**config.mk**
```make
export PLATFORM = sky130hd
export DESIGN_NAME = bp_piton_l15_req_arbiter
export DESIGN_NICKNAME = d
export VERILOG_FILES = /design/src/rtl/bp_piton_pkg.sv /design/src/rtl/bp_piton_rr_arb.sv /design/src/rtl/bp_piton_l15_req_arbiter.sv
export SDC_FILE = /design/constraint.sdc
export NUM_CORES = 1
export LEC_CHECK = 0
export CAP_MARGIN = 20
export CORE_AREA = 3 3 152 154
export CTS_BUF_LIST = sky130_fd_sc_hd__clkbuf_16
export DETAILED_ROUTE_END_ITERATION = 16
export DIE_AREA = 0 0 155 157
export GPL_TIMING_DRIVEN = 0
export PLACE_DENSITY = 0.69
export SYNTH_ARGS = -nofsm -noshare
export SYNTH_HDL_FRONTEND = slang
export SYNTH_SLANG_ARGS = --single-unit
```
**constraint.sdc**
```tcl
create_clock -name clk_i -period 1.9 [get_ports clk_i]
set_input_delay 0.38 -clock clk_i [delete_from_list [all_inputs] [get_ports clk_i]]
set_output_delay 0.38 -clock clk_i [all_outputs]
set_load 0.01 [all_outputs]
```
**src/rtl/bp_piton_pkg.sv**
```systemverilog
// Shared types and constants for the BlackParrot -> L1.5 request arbiter slice.
package bp_piton_pkg;

    typedef enum logic {
        e_empty,
        e_full
    } bp_piton_arb_state_e;

    localparam int unsigned bp_piton_req_icache_gp = 0;
    localparam int unsigned bp_piton_req_dcache_gp = 1;

endpackage

```
**src/rtl/bp_piton_rr_arb.sv**
```systemverilog
// Round-robin arbiter: first asserted request at or after ptr (wrapping) wins.
module bp_piton_rr_arb
#(
    parameter  int unsigned NUM_REQ    = 2,
    localparam int unsigned LG_NUM_REQ = $clog2(NUM_REQ)
)
(
    input  logic [NUM_REQ-1:0]    req,
    input  logic [LG_NUM_REQ-1:0] ptr,
    output logic [NUM_REQ-1:0]    grant,
    output logic [LG_NUM_REQ-1:0] idx,
    output logic                  v
);

    logic [NUM_REQ-1:0]  rot;
    logic [LG_NUM_REQ:0] pos;

    // Rotate so that bit 0 is the pointer position, then pick the lowest set bit.
    always_comb begin
        rot = NUM_REQ'({req, req} >> ptr);
        v   = 1'b0;
        idx = '0;
        pos = '0;
        for (int unsigned j = 0; j < NUM_REQ; j++) begin
            if (!v && rot[j]) begin
                v   = 1'b1;
                pos = {1'b0, ptr} + (LG_NUM_REQ+1)'(j);
                if (pos >= (LG_NUM_REQ+1)'(NUM_REQ)) begin
                    pos = pos - (LG_NUM_REQ+1)'(NUM_REQ);
                end
                idx = LG_NUM_REQ'(pos);
            end
        end
    end

    always_comb begin
        grant = '0;
        for (int unsigned k = 0; k < NUM_REQ; k++) begin
            grant[k] = v && (idx == LG_NUM_REQ'(k));
        end
    end

endmodule

```
**src/rtl/bp_piton_l15_req_arbiter.sv**
```systemverilog
// Arbitrates the cache engines onto the single L1.5 request channel with per-requester credits.
// Define BP_PITON_ARB_FIXED_PRIO_EN for fixed priority (highest index wins) instead of round-robin.
module bp_piton_l15_req_arbiter
    import bp_piton_pkg::*;
#(
    parameter  int unsigned NUM_REQ         = bp_piton_req_dcache_gp + 1,
    parameter  int unsigned REQ_W           = 128,
    parameter  int unsigned MAX_OUTSTANDING = 2,
    localparam int unsigned LG_NUM_REQ      = $clog2(NUM_REQ)
)
(
    input  logic                       clk_i,
    input  logic                       rst_n_i,
    input  logic [NUM_REQ-1:0]         req_v_i,
    input  logic [NUM_REQ*REQ_W-1:0]   req_data_i,
    output logic [NUM_REQ-1:0]         req_ready_o,
    output logic                       l15_v_o,
    output logic [REQ_W-1:0]           l15_data_o,
    output logic [LG_NUM_REQ-1:0]      l15_src_o,
    input  logic                       l15_yumi_i,
    input  logic                       resp_v_i,
    input  logic [LG_NUM_REQ-1:0]      resp_src_i,
    output logic                       busy_o,
    output logic                       err_o
);

    localparam int unsigned CNT_W = $clog2(MAX_OUTSTANDING + 1);

    bp_piton_arb_state_e state_r, state_n;

    logic [REQ_W-1:0]      data_r;
    logic [LG_NUM_REQ-1:0] src_r;
    logic [CNT_W-1:0]      cnt_r [NUM_REQ];
    logic [CNT_W-1:0]      cnt_n [NUM_REQ];
    logic                  err_r;

    logic [NUM_REQ-1:0]    eligible;
    logic [NUM_REQ-1:0]    win_oh;
    logic [LG_NUM_REQ-1:0] win_idx;
    logic                  win_v;
    logic                  grant_en;
    logic                  grant;
    logic [REQ_W-1:0]      sel_data;
    logic [NUM_REQ-1:0]    resp_hit;
    logic                  resp_bad_src;
    logic                  resp_no_credit;
    logic                  any_cnt;
    logic                  err_set;

    always_comb begin
        eligible = '0;
        for (int unsigned k = 0; k < NUM_REQ; k++) begin
            eligible[k] = req_v_i[k] && (cnt_r[k] < CNT_W'(MAX_OUTSTANDING));
        end
    end

`ifdef BP_PITON_ARB_FIXED_PRIO_EN
    always_comb begin
        win_v   = 1'b0;
        win_idx = '0;
        win_oh  = '0;
        for (int unsigned k = 0; k < NUM_REQ; k++) begin
            if (eligible[k]) begin
                win_v   = 1'b1;
                win_idx = LG_NUM_REQ'(k);
            end
        end
        for (int unsigned k = 0; k < NUM_REQ; k++) begin
            win_oh[k] = win_v && (win_idx == LG_NUM_REQ'(k));
        end
    end
`else
    logic [LG_NUM_REQ-1:0] ptr_r;

    bp_piton_rr_arb #(
        .NUM_REQ (NUM_REQ)
    ) rr_arb (
        .req   (eligible),
        .ptr   (ptr_r),
        .grant (win_oh),
        .idx   (win_idx),
        .v     (win_v)
    );

    always_ff @(posedge clk_i or negedge rst_n_i) begin
        if (!rst_n_i) begin
            ptr_r <= LG_NUM_REQ'(bp_piton_req_icache_gp);
        end else if (grant) begin
            ptr_r <= (win_idx == LG_NUM_REQ'(NUM_REQ - 1)) ? '0 : win_idx + 1'b1;
        end
    end
`endif

    // Gating with reset keeps req_ready_o low while the block is held in reset.
    assign grant_en    = rst_n_i && ((state_r == e_empty) || l15_yumi_i);
    assign grant       = grant_en && win_v;
    assign req_ready_o = grant ? win_oh : '0;

    always_comb begin
        sel_data = '0;
        for (int unsigned k = 0; k < NUM_REQ; k++) begin
            if (win_idx == LG_NUM_REQ'(k)) begin
                sel_data = req_data_i[k*REQ_W +: REQ_W];
            end
        end
    end

    always_comb begin
        state_n = state_r;
        if (grant_en) begin
            state_n = win_v ? e_full : e_empty;
        end
    end

    always_ff @(posedge clk_i or negedge rst_n_i) begin
        if (!rst_n_i) begin
            state_r <= e_empty;
            data_r  <= '0;
            src_r   <= '0;
        end else begin
            state_r <= state_n;
            if (grant) begin
                data_r <= sel_data;
                src_r  <= win_idx;
            end
        end
    end

    // Credit is taken at grant, so the held slot already counts as in flight.
    always_comb begin
        resp_hit       = '0;
        resp_no_credit = 1'b0;
        any_cnt        = 1'b0;
        for (int unsigned k = 0; k < NUM_REQ; k++) begin
            cnt_n[k]    = cnt_r[k];
            resp_hit[k] = resp_v_i && (resp_src_i == LG_NUM_REQ'(k));
            if (resp_hit[k] && (cnt_r[k] == '0)) begin
                resp_no_credit = 1'b1;
            end
            if ((grant && win_oh[k]) && !(resp_hit[k] && (cnt_r[k] != '0))) begin
                cnt_n[k] = cnt_r[k] + 1'b1;
            end else if (!(grant && win_oh[k]) && resp_hit[k] && (cnt_r[k] != '0)) begin
                cnt_n[k] = cnt_r[k] - 1'b1;
            end
            if (cnt_r[k] != '0) begin
                any_cnt = 1'b1;
            end
        end
    end

    assign resp_bad_src = resp_v_i && ({1'b0, resp_src_i} >= (LG_NUM_REQ+1)'(NUM_REQ));
    assign err_set      = resp_bad_src || resp_no_credit || (l15_yumi_i && (state_r == e_empty));

    always_ff @(posedge clk_i or negedge rst_n_i) begin
        if (!rst_n_i) begin
            for (int unsigned k = 0; k < NUM_REQ; k++) begin
                cnt_r[k] <= '0;
            end
            err_r <= 1'b0;
        end else begin
            for (int unsigned k = 0; k < NUM_REQ; k++) begin
                cnt_r[k] <= cnt_n[k];
            end
            if (err_set) begin
                err_r <= 1'b1;
            end
        end
    end

    assign l15_v_o    = (state_r == e_full);
    assign l15_data_o = data_r;
    assign l15_src_o  = src_r;
    assign busy_o     = any_cnt || (state_r == e_full);
    assign err_o      = err_r;

endmodule
```
Word-level counts from Yosys, hierarchy flattened
Cells that the tools add are included.
- bits in writable memories: 0
- word-level logic and storage cells: 77
- bits in latches: 0
- memory bits (read-only): 0
- memories kept: 0
- input port bits: 263
- output and inout bits: 134
- register bits: 136
- multiply operators: 0
- equal/unequal tests: 0
- order comparisons: 4
- shift-type cells: 1
- bitwise logic cells: 3
- reduce and logical (&&, ||, !) cells: 36
- divide/modulo/power cells: 0
- add/sub/neg operators: 8
- multiplexer cells: 18
- operators by type and width (kind ; number):
    128-bit two-way mux ; 1
    1-bit logical AND ; 22
    1-bit two-way mux ; 12
    2-bit two-way mux ; 5
    2-bit nonzero test ; 4
    1-bit zero test ; 5
    2-bit by 1-bit adder with 2-bit output (second input constant) ; 2
    2-bit zero test ; 2
    2-bit < comparator (second input constant) ; 2
    4-bit by 1-bit >> shifter with 2-bit output ; 1
    2-bit by 1-bit subtractor with 2-bit output (second input constant) ; 2
    1-bit logical OR ; 3
    1-bit inverter ; 3
    1-bit by 1-bit adder with 2-bit output (second input constant) ; 1
    1-bit by 2-bit >= comparator with 1-bit output (second input constant) ; 1
    2-bit >= comparator (second input constant) ; 1
    1-bit subtractor (second input constant) ; 2
    1-bit adder (second input constant) ; 1

Depth between registers and ports, before layout
- word-level depth: 15
- mapped depth: 7
- gate-level depth less buffers: 4

By module
Synthesis repeated with hierarchy kept, for this count alone.
- cells, all modules: 610
- area total of the unflattened synthesis: 6368.6 um^2
- modules (own cells, without submodules) (module ; sequential area each (um^2) ; instances ; area an instance (um^2) ; cells an instance):
    bp_piton_l15_req_arbiter ; 3403.3 ; 1 ; 6336.1 ; 605
    bp_piton_rr_arb ; 0.0 ; 1 ; 32.5 ; 5

Worst setup path after synthesis
OpenSTA, ideal clock, no wires.
- kind: flip-flop to flip-flop
- start: reg state_r (netlist: l15_v_o)
- end: reg data_r[0] (netlist: l15_data_o[0])
- path slack: 223 ps
- path buffers: 3
- period minus slack after synthesis: 1677 ps
- cell stages (with the launch flop): 8
- data arrival time: 1550 ps
- library setup time: 127 ps
- required time: 1773 ps
- cell sequence: dfrtp_1 nor2b_4 a211o_1 buf_2 buf_6 buf_6 a222oi_1 inv_1
- cells in the longest elaborated chain, start to end: 4
- RTL lines (element ; line ; source):
    start, declared ; bp_piton_l15_req_arbiter.sv:29 ; bp_piton_arb_state_e state_r, state_n;
    start signal, assigned ; bp_piton_l15_req_arbiter.sv:117 ; state_r <= e_empty;
    start signal, assigned ; bp_piton_l15_req_arbiter.sv:121 ; state_r <= state_n;
    1-bit inverter ; bp_piton_l15_req_arbiter.sv:95 ; assign grant_en = rst_n_i && ((state_r == e_empty) || l15_yumi_i);
    1-bit logical OR ; bp_piton_l15_req_arbiter.sv:95 ;
    1-bit logical AND ; bp_piton_l15_req_arbiter.sv:95 ;
    1-bit logical AND ; bp_piton_l15_req_arbiter.sv:96 ; assign grant = grant_en && win_v;
    end signal, assigned ; bp_piton_l15_req_arbiter.sv:123 ; data_r <= sel_data;
    end, declared ; bp_piton_l15_req_arbiter.sv:31 ; logic [REQ_W-1:0] data_r;
Every way passes these cells.
A chain may end at the register's enable or synchronous reset.

Worst setup path after layout
- start: reg ptr_r
- end: out req_ready_o[0]
- cells in the longest elaborated chain, start to end: 8
- elaborated cells on any way between the ends: 18
- those cells by class: add/sub: 3; order compare: 2; shift: 1; mux: 7; bitwise: 1; reduce/logical: 4
- RTL lines (element ; line ; source):
    start, declared ; bp_piton_l15_req_arbiter.sv:73 ; logic [LG_NUM_REQ-1:0] ptr_r;
    start signal, assigned ; bp_piton_l15_req_arbiter.sv:87 ; ptr_r <= LG_NUM_REQ'(bp_piton_req_icache_gp);
    start signal, assigned ; bp_piton_l15_req_arbiter.sv:89 ; ptr_r <= (win_idx == LG_NUM_REQ'(NUM_REQ - 1)) ? '0 : win_idx + 1'b1;
    branches (longest 7 deep; another with 1-bit by 1-bit adder with 2-bit output) ; - ;
    2-bit two-way mux (*) ; bp_piton_l15_req_arbiter.sv:97 ; assign req_ready_o = grant ? win_oh : '0;
    end, declared ; bp_piton_l15_req_arbiter.sv:16 ; output logic [NUM_REQ-1:0] req_ready_o,
Every way passes the cells marked *.

==> results.cfg <==
[floorplan]
die_h_um = 157
coreArea_um2 = 21800
fp.dieArea_um2 = 24300
fp-row-count = 54
die_x_um = 155
start_util_pct = 26.0
ios = 397

[setup_path]
r2r_start = cnt_r[3]
critPathLaunch = ptr_r
crit_path_start_kind = flip-flop
reg2reg_depth = 6
r2r_slack_ns = 0.06
critPathCapture = req_ready_o[0]
cp.arrival_ns = 1.56
worstPathRequired_ns = 1.52
cp-end-kind = output pin
path_max_fanout = 2
path_class = reg2out
r2r_end = l15_data_o[110]

[global_routing]
overflow = 0
track_usage_pct = 18.6
grt_start_max_net_pins = 72
antenna_found_initial = 2
grt_pass1_vias = 6202
grt_pass1_wl_um = 35100

[clock_tree]
clk_latency_ns = 0.41
htreeDepth = 4
clockRootBuffer = clkbuf_16
numCtsBuffers = 17
clockBufferDepth = 2
cts_tree = yes
cts_sinks = 136
clkTransAtPathRegs_ns = 0.06

[place]
hpwlAfterDp_um = 17700
place_inst = 1146
port_buffers = 396
place_ws_ns = -1.14
place.gp.congestion = 0.794

[final_layout]
nNetsFinal = 1156
stdcell_count = 1186
final_cell_mix = clkdlybuf4s50_1, dfrtp_1, inv_1, a222oi_1, buf_6
post-route-util_pct = 49.4
final_common_cell = clkdlybuf4s50_1
drive_gt1_share_pct = 9.93
num_antenna_cells = 0
synthToLayoutAreaGrowth_pct = 89.7
fillers = 2010

[logic_synthesis]
synth-seq-area-share_pct = 59.9
syn-cell-area_um2 = 5680
synth.net_count = 732
yosys_register_bits = 136
synth.top_cell.area_share_pct = 59.9
syn_inst = 469
async_flop_share_pct = 100
synth_top_flop_cell = dfrtp_1
syn_area_per_cell_um2 = 12.1
yosys_warnings = 0
synth_edf_count = 0
synth_cell_type_count = 24
synthTopCellsByArea = dfrtp_1, a222oi_1, inv_1
synth.largest_area_cell = dfrtp_1

[sta]
fin_hold_ws_ns = -0.160
finalCritPeriodShare_pct = 102
slew_violations = 0
fin_ws_ns = -0.0388
finalSetupTns_ns = -0.0657
fin_crit_ns = 1.94
rsz0062_at_grt = yes
fmax_mhz = 516
slew_headroom_pct = 68.5
hold_viol = 65
tightest_slew_ns = 0.472
setup_viol = 2
finalClockSkew_ns = 0.0121

[route]
first_pass_iters = 7
via_count = 5976
drc = 0
wl_um = 23900
drt-initial-drc-count = 972
ant_nets = 0
viasPerCell = 5.04
wl_per_cell_um = 20.2

[pwr]
power.total_w = 0.0153
p_leak_nw = 4.98
vdd_drop_max_uv = 605
p_per_area_nw_per_um2 = 1420

[outcome]
run_status = finished with violations
violations = hold timing, setup timing

[job]
maxCapViolations = 0

[worst_hold_path]
hold_path_class = in2async
[flip-flops by register name, summed over array words and instances (netlist names)]
signal / cells
l15_data_o: 128
cnt_r: 4
err_o: 1
l15_src_o: 1
l15_v_o: 1
ptr_r: 1
[critical path: stages (launching register included)]
cell	delay, ns
dfrtp_1	0.38
and3b_2	0.22
nor4_4	0.31
buf_6	0.15
buf_6	0.09
[metal layers]
layer / share of wire, % / global-route usage [%]
met1: 38 / 21.5
met3: 9.6 / 6.68
met5: 0.15 / 0
met2: 51 / 33.0
met4: 1.3 / 4.75
[power breakdown]
| part | switching [W] | internal [W] |
|---|---|---|
| clock | 0.00134 | 0.00180 |
| combinational | 0.00294 | 0.00414 |
| sequential | 0.000849 | 0.00426 |
[worst min path at each step]
| stage | end | cells past startpoint | startpoint |
|---|---|---|---|
| final | l15_data_o[5] | 1 | rst_n_i |
| after floorplan | cnt_r[0] | 0 | rst_n_i |
| after global placement | l15_src_o | 1 | l15_src_o |
| after detailed placement | l15_data_o[6] | 1 | rst_n_i |
| after global routing | l15_data_o[6] | 1 | rst_n_i |
| after CTS | l15_data_o[6] | 1 | rst_n_i |
[cell type report]
| class | count | area (um2) | share of cell area, % |
|---|---|---|---|
| Buffer | 42 | 369 | 3.43 |
| Clock buffer | 17 | 425 | 3.95 |
| Clock inverter | 15 | 128 | 1.18 |
| Inverter | 130 | 488 | 4.53 |
| Multi-Input combinational cell | 160 | 1540 | 14.3 |
| Sequential cell | 136 | 3400 | 31.6 |
| Tap cell | 280 | 350 | 3.25 |
| Timing Repair Buffer | 406 | 4070 | 37.8 |
[metrics by stage]
step / hold slack (ns) / area [um2]
floorplan: 0.0844 / 5680
global placement: 0.460 / 9990
detailed placement: 0.427 / 10000
CTS: -0.145 / 10700
global route: -0.141 / 10800
finish: -0.160 / 10800
[Yosys cell counts, types with 3 or more instances]
cell,instances
nand2_1,6
clkbuf_1,13
nor3b_1,3
dfrtp_1,136
buf_6,10
a222oi_1,128
inv_1,129
buf_2,20
o21ai_0,3
[cells by family (layout without fill, tap and decap cells)]
group | count (synthesis) | after routing | share of synthesized area, %
buffers and inverters | 173 | 610 | 13.2
AO/OA/AOI/OAI | 138 | 138 | 23.7
flip-flops | 136 | 136 | 59.9
AND/OR/NAND/NOR | 20 | 20 | 2.86
XOR/XNOR | 2 | 2 | 0.308
[repair_timing]
action	4_1_cts	5_1_grt
endpoints found under the hold margin	65	65
gates resized for setup	32	49
pin swaps	3	8
setup endpoints to repair	130	125
cloned	0	0
setup buffers	7	2
Note: power is estimated with default switching activity, not from simulation.
